[src/rtl/machine_timer.sv]
// Machine timer and software-interrupt unit: 64-bit mtime/mtimecmp, msip and the
// mtip/msip pending lines for the CSR file, on a simple valid/ready data bus.
module machine_timer #(
  parameter int unsigned PRESCALE       = 1,
  parameter logic [63:0] RESET_MTIMECMP = 64'hFFFF_FFFF_FFFF_FFFF
) (
  input  logic        clock,
  input  logic        reset_n,
  input  logic        bus_valid,
  input  logic        bus_write,
  input  logic [2:0]  bus_address,
  input  logic [31:0] bus_write_value,
  input  logic [3:0]  bus_write_strobe,
  output logic [31:0] bus_read_value,
  output logic        bus_ready,
  output logic [63:0] mtime,
  output logic        mtip,
  output logic        msip
);

  localparam int unsigned PS_W = (PRESCALE > 1) ? $clog2(PRESCALE) : 1;
  localparam logic [PS_W-1:0] PS_MAX = PS_W'(PRESCALE - 1);

  localparam logic [2:0] ADDR_MSIP   = 3'd0;
  localparam logic [2:0] ADDR_CMP_LO = 3'd1;
  localparam logic [2:0] ADDR_CMP_HI = 3'd2;
  localparam logic [2:0] ADDR_MT_LO  = 3'd3;
  localparam logic [2:0] ADDR_MT_HI  = 3'd4;

  logic [PS_W-1:0] ps_count;
  logic [63:0]     mtimecmp;
  logic            tick_c;
  logic            accept_c;
  logic            wr_msip_c, wr_cmp_lo_c, wr_cmp_hi_c, wr_mt_lo_c, wr_mt_hi_c;
  logic [31:0]     read_mux_c;

  function automatic logic [31:0] merge_bytes(input logic [31:0] old_v,
                                              input logic [31:0] new_v,
                                              input logic [3:0]  strb);
    logic [31:0] r;
    r = old_v;
    for (int i = 0; i < 4; i++) begin
      if (strb[i]) r[8*i +: 8] = new_v[8*i +: 8];
    end
    return r;
  endfunction

  assign tick_c   = (ps_count == PS_MAX);
  assign accept_c = bus_valid && !bus_ready;

  // Write decode and read mux; both look at the registers before this edge.
  always_comb begin
    wr_msip_c   = 1'b0;
    wr_cmp_lo_c = 1'b0;
    wr_cmp_hi_c = 1'b0;
    wr_mt_lo_c  = 1'b0;
    wr_mt_hi_c  = 1'b0;
    read_mux_c  = 32'd0;
    case (bus_address)
      ADDR_MSIP: begin
        wr_msip_c  = accept_c && bus_write && bus_write_strobe[0];
        read_mux_c = {31'd0, msip};
      end
      ADDR_CMP_LO: begin
        wr_cmp_lo_c = accept_c && bus_write;
        read_mux_c  = mtimecmp[31:0];
      end
      ADDR_CMP_HI: begin
        wr_cmp_hi_c = accept_c && bus_write;
        read_mux_c  = mtimecmp[63:32];
      end
      ADDR_MT_LO: begin
        wr_mt_lo_c = accept_c && bus_write;
        read_mux_c = mtime[31:0];
      end
      ADDR_MT_HI: begin
        wr_mt_hi_c = accept_c && bus_write;
        read_mux_c = mtime[63:32];
      end
      default: read_mux_c = 32'd0;
    endcase
  end

  // Free-running prescaler.
  always_ff @(posedge clock or negedge reset_n) begin
    if (!reset_n) ps_count <= '0;
    else if (tick_c) ps_count <= '0;
    else ps_count <= ps_count + PS_W'(1);
  end

  // A software write to either half of mtime wins over the increment for the whole register.
  always_ff @(posedge clock or negedge reset_n) begin
    if (!reset_n) begin
      mtime <= 64'd0;
    end else if (wr_mt_lo_c || wr_mt_hi_c) begin
      if (wr_mt_lo_c) mtime[31:0]  <= merge_bytes(mtime[31:0], bus_write_value, bus_write_strobe);
      if (wr_mt_hi_c) mtime[63:32] <= merge_bytes(mtime[63:32], bus_write_value, bus_write_strobe);
    end else if (tick_c) begin
      mtime <= mtime + 64'd1;
    end
  end

  always_ff @(posedge clock or negedge reset_n) begin
    if (!reset_n) begin
      mtimecmp <= RESET_MTIMECMP;
      msip     <= 1'b0;
    end else begin
      if (wr_cmp_lo_c) mtimecmp[31:0]  <= merge_bytes(mtimecmp[31:0], bus_write_value, bus_write_strobe);
      if (wr_cmp_hi_c) mtimecmp[63:32] <= merge_bytes(mtimecmp[63:32], bus_write_value, bus_write_strobe);
      if (wr_msip_c)   msip            <= bus_write_value[0];
    end
  end

  // One-cycle completion pulse; read data is zero for writes and idle cycles.
  always_ff @(posedge clock or negedge reset_n) begin
    if (!reset_n) begin
      bus_ready      <= 1'b0;
      bus_read_value <= 32'd0;
    end else begin
      bus_ready      <= accept_c;
      bus_read_value <= (accept_c && !bus_write) ? read_mux_c : 32'd0;
    end
  end

  assign mtip = (mtime >= mtimecmp);

endmodule

[config.mk]
export PLATFORM = sky130hd
export DESIGN_NAME = machine_timer
export DESIGN_NICKNAME = d
export VERILOG_FILES = /design/src/rtl/machine_timer.sv
export SDC_FILE = /design/constraint.sdc
export NUM_CORES = 1
export LEC_CHECK = 0
export ABC_AREA = 1
export BUFFER_PORTS_ARGS = -buffer_cell sky130_fd_sc_hd__buf_2
export CAP_MARGIN = 15
export CORE_UTILIZATION = 45
export CTS_CLUSTER_SIZE = 16
export DETAILED_ROUTE_END_ITERATION = 16
export SYNTH_ARGS = -nofsm -noshare
export SYNTH_HDL_FRONTEND = slang
export SYNTH_SLANG_ARGS = --single-unit
[constraint.sdc]
create_clock -name clock -period 2 [get_ports clock]
set_clock_uncertainty 0.15 [all_clocks]
set_input_delay 0.1 -clock clock [delete_from_list [all_inputs] [get_ports clock]]
set_output_delay 0.1 -clock clock [all_outputs]
set_load 0.01 [all_outputs]
==> results.md, run 1 <==
- Post-synth top area cell: dfrtp_1
- Post-detailed-routing wire length: 40.9 mm
- Clock-pin transition on the worst setup and hold timing paths: 80 ps
- WHS: -8.38 ps
- Initial antenna violation count: 0
- Non-Filler Instances: 2,188
- Max Cap Violations: 0
- Area grow syn2layout: 45.1%
- Clock latency on the worst-skew pair: 440 ps
- Setup CP Type: flip-flop to primary output
- Top_reg_cell synth: dfrtp_1
- Register area share after synthesis: 38.7%
- H-Tree Depth: 4
- Hold path depth: 3
- Required @ worst endpoint: 1750 ps
- Clk sinks: 162
- Type of element capturing the critical path: primary output
- Rel. slew slack: 41.4%
- R2R cell count: 10
- Cell Count Post-Placement: 2,084
- Yosys warning total: 0
- Setup ws final: -638 ps
- Antenna diode count: 0
- EDFF count, synth: 0
- Status: complete, but fails checks
- CTS Buf Count: 17
- Final Cycle Share: 132%
- Total power: 0.0161 W
- Vias: 11,743
- Unrepaired setup endpoints after global routing: true
- Min-delay worst type: input port to flip-flop
- GRT Overall Usage: 33.6%
- Layout cells sized above 1: 37.4%
- Gate count of the mapped netlist: 1,458
- Lkg Pwr: 7.27 nW
- Wire per inst: 18.7 um
- Via density per instance: 5.37
- DIE WIDTH: 156 um
- Initial Util: 45.7%
- Largest net degree at the start of global routing: 47
- TritonCTS clock tree: yes
- First-pass GRT wire length: 61.4 mm
- Slew Viols, Final: 0
- Final setup violating endpoints: 6
- Iter 0 DRT Violations: 901
- Most frequent cell after synthesis: nand2_1
- Netlist cell types: 37
- CP Data Arrival Time: 2390 ps
- CP startpoint kind: flip-flop
- Post-layout net count: 1,964
- VDD IR max: 0.653 mV
- Die area: 24,400 sq um
- Post-Syn Area: 10,700 sq um
- Yosys top cell area share: 22.9%
- Async SR Flop Fraction: 100%
- Least-Margin Pin Slew: 879 ps
- Pre-Repair DR Iteration Count: 7
- CP startpoint: mtimecmp[29]$_DFFE_PN1P_
- Synthesis-stage register bit count: 162
- Total global routing overflow: 0
- Area contributors post-synth: dfrtp_1, dfstp_2, nand2_1, inv_1, ha_1
- Chip height: 156 um
- PwrDens: 1040 nW/um^2
- Routability congestion estimate from global placement: 1.02
- Row cnt: 56
- Number of global-route vias before repair: 11,051
- Synth Net Count: 1,566
- Buffers added on ports: 141
- Hold Path Origin: bus_write_strobe[3]
- CP max FO: 2
- Worst R2R Start: mtime[1]$_DFFE_PN0P_
- Failing checks: negative hold slack, negative setup slack
- # DRC: 0
- CTS root buffer: clkbuf_16
- Post-DRT Antenna Nets: 0
- Hold Vio Cnt, Final: 1
- I/O pin cnt: 142
- Fmax: 379 MHz
- Avg Cell Area, Syn: 7.33 sq um
- Post-layout min period: 2640 ps
- Filler cells: 2,122
- Synth cell count leaders: nand2_1, inv_1, nor2_1
- Longest Clk Path Bufs: 2
- Core box area: 23,400 sq um
- Placed wire-length estimate: 30.5 mm
-- metal layers --
layer  vias to the layer above  global-route usage, %  wire (um)
li1                       5590                      -          -
met1                      5667                   46.4      18300
met2                       427                   54.1      19200
met3                        59                   4.69       2390
met4                         0                   10.9       1040
met5                         -                      0          0
-- cells by family (layout without fill, tap and decap cells) --
family                   Yosys count  count (layout)  synth area share, %
AND/OR/NAND/NOR                  679             679                 26.9
AO/OA/AOI/OAI                    265             265                 15.4
buffers and inverters            259             670                 9.21
flip-flops                       162             162                 38.7
adder cells (fa/ha/maj)           65              65                 7.61
XOR/XNOR                          28              28                 2.29
-- metrics by stage --
step                util (%)  instance area (sq um)  setup TNS (ps)  setup slack [ps]  hold WS [ps]
floorplan                  -                  10700               0               123          -346
global placement        56.5                  13200           -1040              -570          -121
detailed placement      56.5                  13200           -1170              -543          -120
CTS                     62.4                  14600            -606              -596          37.7
global route            66.3                  15500           -1690              -722          11.6
finish                  66.3                  15500            -767              -638         -8.38
-- state kept, by name, summed over array words and instances, names as in the netlist --
signal          count
bus_read_value     32
msip                1
mtimecmp           64
bus_ready           1
mtime              64
-- where the power goes --
group	internal (W)	total [W]	switching, W
Combinational	0.00339	0.00765	0.00426
Sequential	0.00411	0.00488	0.000773
Clock	0.00191	0.00353	0.00162
Total	0.00941	0.0161	0.00665
-- worst max-delay path, cell delays in order, from the launching register on --
cell and delay [ps]:
dfstp_2 540, inv_2 50, ha_4 250, a21oi_1 150, o21bai_1 170, nor2_4 220, nand2_1 100, nor2_2 110
nand2_1 70, nand2_2 80, nand2_4 80, buf_6 130
-- cell usage in the layout (no fill, tap or decap), drive strengths merged, types with 17 or more instances in the layout --
master	synthesis	layout
inv	227	238
clkbuf	26	17
dlygate4sd3	0	43
a21oi	34	34
a221oi	31	31
dfstp	64	64
o21ai	94	94
o22ai	70	70
dfrtp	98	98
ha	65	65
nand4	17	17
nand2	411	411
buf	6	367
nor2	179	179
xor2	27	27
nand3	59	59
-- timing repair --
action,CTS,global route
setup endpoints to repair,25,72
resized for setup,78,195
pin swaps,26,67
buffers inserted,2,27
hold endpoints to repair,252,1
hold buffers,44,1
-- final timing paths --
| check | endpoint | slack [ps] |
|---|---|---|
| min in group asynchronous | mtimecmp[40]$_DFFE_PN1P_ | 170 |
| worst min-delay path | mtimecmp[26]$_DFFE_PN1P_ | -8 |
| worst max-delay path | mtip | -640 |
| worst max register to register | mtime[32]$_DFFE_PN0P_ | -50 |
| max in group asynchronous | mtime[11]$_DFFE_PN0P_ | 530 |
| worst min register to register | mtimecmp[46]$_DFFE_PN1P_ | 320 |
-- area by class of cell --
type	instances	area, sq um	share of cell area (%)
Timing Repair Buffer	411	2980	19.2
Clock buffer	17	425	2.74
Multi-Input combinational cell	1037	6510	42.0
Sequential cell	162	4160	26.8
Tap cell	319	399	2.57
Clock inverter	15	185	1.19
Inverter	227	855	5.51
(Power assumes the default switching activity.)
==> run 2: changes to the inputs <==
Settings changed: CORE_ASPECT_RATIO from default to 0.6.
==> run 2 against run 1 <==
The run ends with negative setup slack left. First-iteration DRC count is 26% higher. Final cell count is 0.73% higher. Critical path depth is 3 higher. Via count is 2.0% higher. Total power is 0.34% lower. Largest power group unchanged.
==> results.md, run 2 (same netlist as run 1, synthesis figures left out) <==
- Status: complete, but fails checks
- Failing checks: negative setup slack
- Routability congestion estimate from global placement: 1.04 (+2.5%)
- Buffers added on ports: 141 (unchanged)
- Chip height: 121 um (-22%)
- Sw power: 0.00649 W (-2.5%)
- Post-layout min period: 2590 ps (-48.0 ps)
- H-Tree Depth: 4 (unchanged)
- Final instance area: 15,500 sq um (-0.15%)
- GRT Overall Usage: 34.7% (+1.1 points)
- Clock latency on the worst-skew pair: 460 ps (+20 ps)
- R2R cell count: 14 (+4)
- Clock-pin transition on the worst setup and hold timing paths: 70 ps (about the same)
- # DRC: 0 (unchanged)
- Iter 0 DRT Violations: 1,137 (+26%)
- Vias: 11,977 (+2.0%)
- Hold Vio Cnt, Final: 0 (-1)
- Min-delay worst type: input port to asynchronous set/reset pin
- Post-detailed-routing wire length: 42.8 mm (+4.6%)
- Required @ worst endpoint: 1750 ps (about the same)
- Initial Util: 46.1% (+0.42 points)
- Reg-to-Reg End: mtime[49]$_DFFE_PN0P_
- Rel. slew slack: 62.6% (+21 points)
- Die area: 24,400 sq um (about the same)
- CP max stage cell: dfstp_2
- Fmax: 386 MHz (+1.9%)
- CP Data Arrival Time: 2340 ps (-50 ps)
- Row cnt: 43 (-23%)
- Pre-Repair DR Iteration Count: 6 (-1)
- Worst path depth: 14 (+3)
- Clk sinks: 162 (unchanged)
- Worst path top cell family by delay: simple AND/OR/NAND/NOR gates
- Layout cells sized above 1: 36.9% (-0.50 points)
- Critical Path Most Common Cell: nand2_1
- Number of global-route vias before repair: 10,859 (-1.7%)
- Unrepaired setup endpoints after global routing: true
- CP max FO: 2 (unchanged)
- Critical path capture point: mtip
- Worst R2R Start: mtime[1]$_DFFE_PN0P_
- First-pass GRT wire length: 63.2 mm (+2.9%)
- CP startpoint kind: flip-flop
- Placed cell areas: 13,300 sq um (+0.87%)
- Antenna diode count: 0 (unchanged)
- Net Sw Frac: 40.5% (-0.88 points)
- Seq pwr share: 31.1% (+0.7 points)
- I/O pin cnt: 142 (unchanged)
- Core box area: 23,200 sq um (-0.91%)
- Post-DRT Antenna Nets: 0 (unchanged)
- Placed wire-length estimate: 32.0 mm (+4.9%)
- WHS: 41.3 ps (+49.7 ps)
- Post-layout net count: 1,984 (+1.0%)
- CTS Buf Count: 17 (unchanged)
- CTS root buffer: clkbuf_16
- Combinational Power Share: 47.9% (+0.3 points)
- CP startpoint: mtimecmp[17]$_DFFE_PN1P_
- Place WS: -341 ps (+202 ps)
- Slew Viols, Final: 0 (unchanged)
- CP bufs+invs: 3 (+1)
- PwrDens: 1030 nW/um^2 (-0.20%)
- Least-Margin Pin Slew: 561 ps (-318 ps)
- Max Cap Violations: 0 (unchanged)
- Type of element capturing the critical path: primary output
- Largest net degree at the start of global routing: 56 (+19%)
- Initial antenna violation count: 0 (unchanged)
- Longest Clk Path Bufs: 2 (unchanged)
- DIE WIDTH: 201 um (+29%)
- Worst reg2reg setup slack: -70 ps (-20 ps)
- Commonest non-fill, non-tap cell in the layout: nand2_1
- Setup CP Type: flip-flop to primary output
- Top Registers: mtime (64), mtimecmp (64), bus_read_value (32)
- Critical path cell sequence: inv_2, ha_4, nand2_1, nor2_4, buf_6, nand3_4, nor2_4, nand2_1, nand2_1, nor2_2, nand2_1, nand2_1, nand2_2, buf_6
- Clock power frac: 21.0% (-1.0 points)
- CP max stage delay: 540 ps (about the same)
- Area grow syn2layout: 44.9%
- Cell Int Power: 0.00952 W (+1.1%)
- Final Cycle Share: 129% (-2.4 points)
- Total global routing overflow: 0 (unchanged)
- Commonest non-fill, non-tap cells in the layout: nand2_1, buf_4, inv_1
- Via density per instance: 5.43 (+1.3%)
- Final setup violating endpoints: 17 (+11)
- TritonCTS clock tree: yes
- Wire per inst: 19.4 um (+3.9%)
- VDD IR max: 0.737 mV (+13%)
- Setup ws final: -590 ps (+48.0 ps)
- Lkg Pwr: 7.30 nW (+0.44%)
[run 2: area by class of cell]
class                      count  area [sq um]
fill                        2018          7700
multi-input combinational   1037          6360
sequential                   162          4170
timing repair buffer         431          3130
inverter                     227           855
clock buffer                  22           474
tap                          315           394
clock inverter                10           109
[run 2: routing by layer]
metal  part of all wire, %  track usage, %  up-vias
li1                      -               -     5631
met2                    41            47.3      545
met5                     0               0        -
met1                    48            54.6     5768
met4                   1.1            7.54        0
met3                    10            7.36       33
[run 2: through the flow]
stage / TNS, ps / utilization, % / total power [W] / cells
after floorplan: 0 / - / 0.00799 / 1458
after global placement: -1120 / 57.5 / 0.0111 / 2096
after detailed placement: -1440 / 57.5 / 0.0112 / 2096
after CTS: -587 / 63.0 / 0.0150 / 2174
after global routing: -2910 / 66.8 / 0.0169 / 2204
final: -1090 / 66.8 / 0.0160 / 2204
[run 2: how the worst min path moves through the flow]
stage	to	slack [ps]	cells after the start
floorplan	bus_read_value[0]$_DFF_PN0_	-350	0
global placement	bus_read_value[10]$_DFF_PN0_	-40	1
detailed placement	bus_read_value[11]$_DFF_PN0_	-40	1
CTS	bus_read_value[10]$_DFF_PN0_	50	2
global route	bus_read_value[10]$_DFF_PN0_	80	2
finish	bus_read_value[10]$_DFF_PN0_	40	2
[run 2: power groups by stage]
stage	Sequential (W)	Combinational, W	Clock, W
after CTS	0.00490	0.00673	0.00339
after detailed placement	0.00493	0.00625	0
after global routing	0.00505	0.00837	0.00351
after global placement	0.00491	0.00616	0
after floorplan	0.00509	0.00290	0
final	0.00498	0.00767	0.00336
[run 2: timing repair]
item                                   4_1_cts  5_1_grt
resized for setup                           55      184
endpoints found under the hold margin      247        0
hold buffers                                43        0
pin swaps                                   20       46
buffers inserted                             4       31
setup endpoints to repair                   22       97
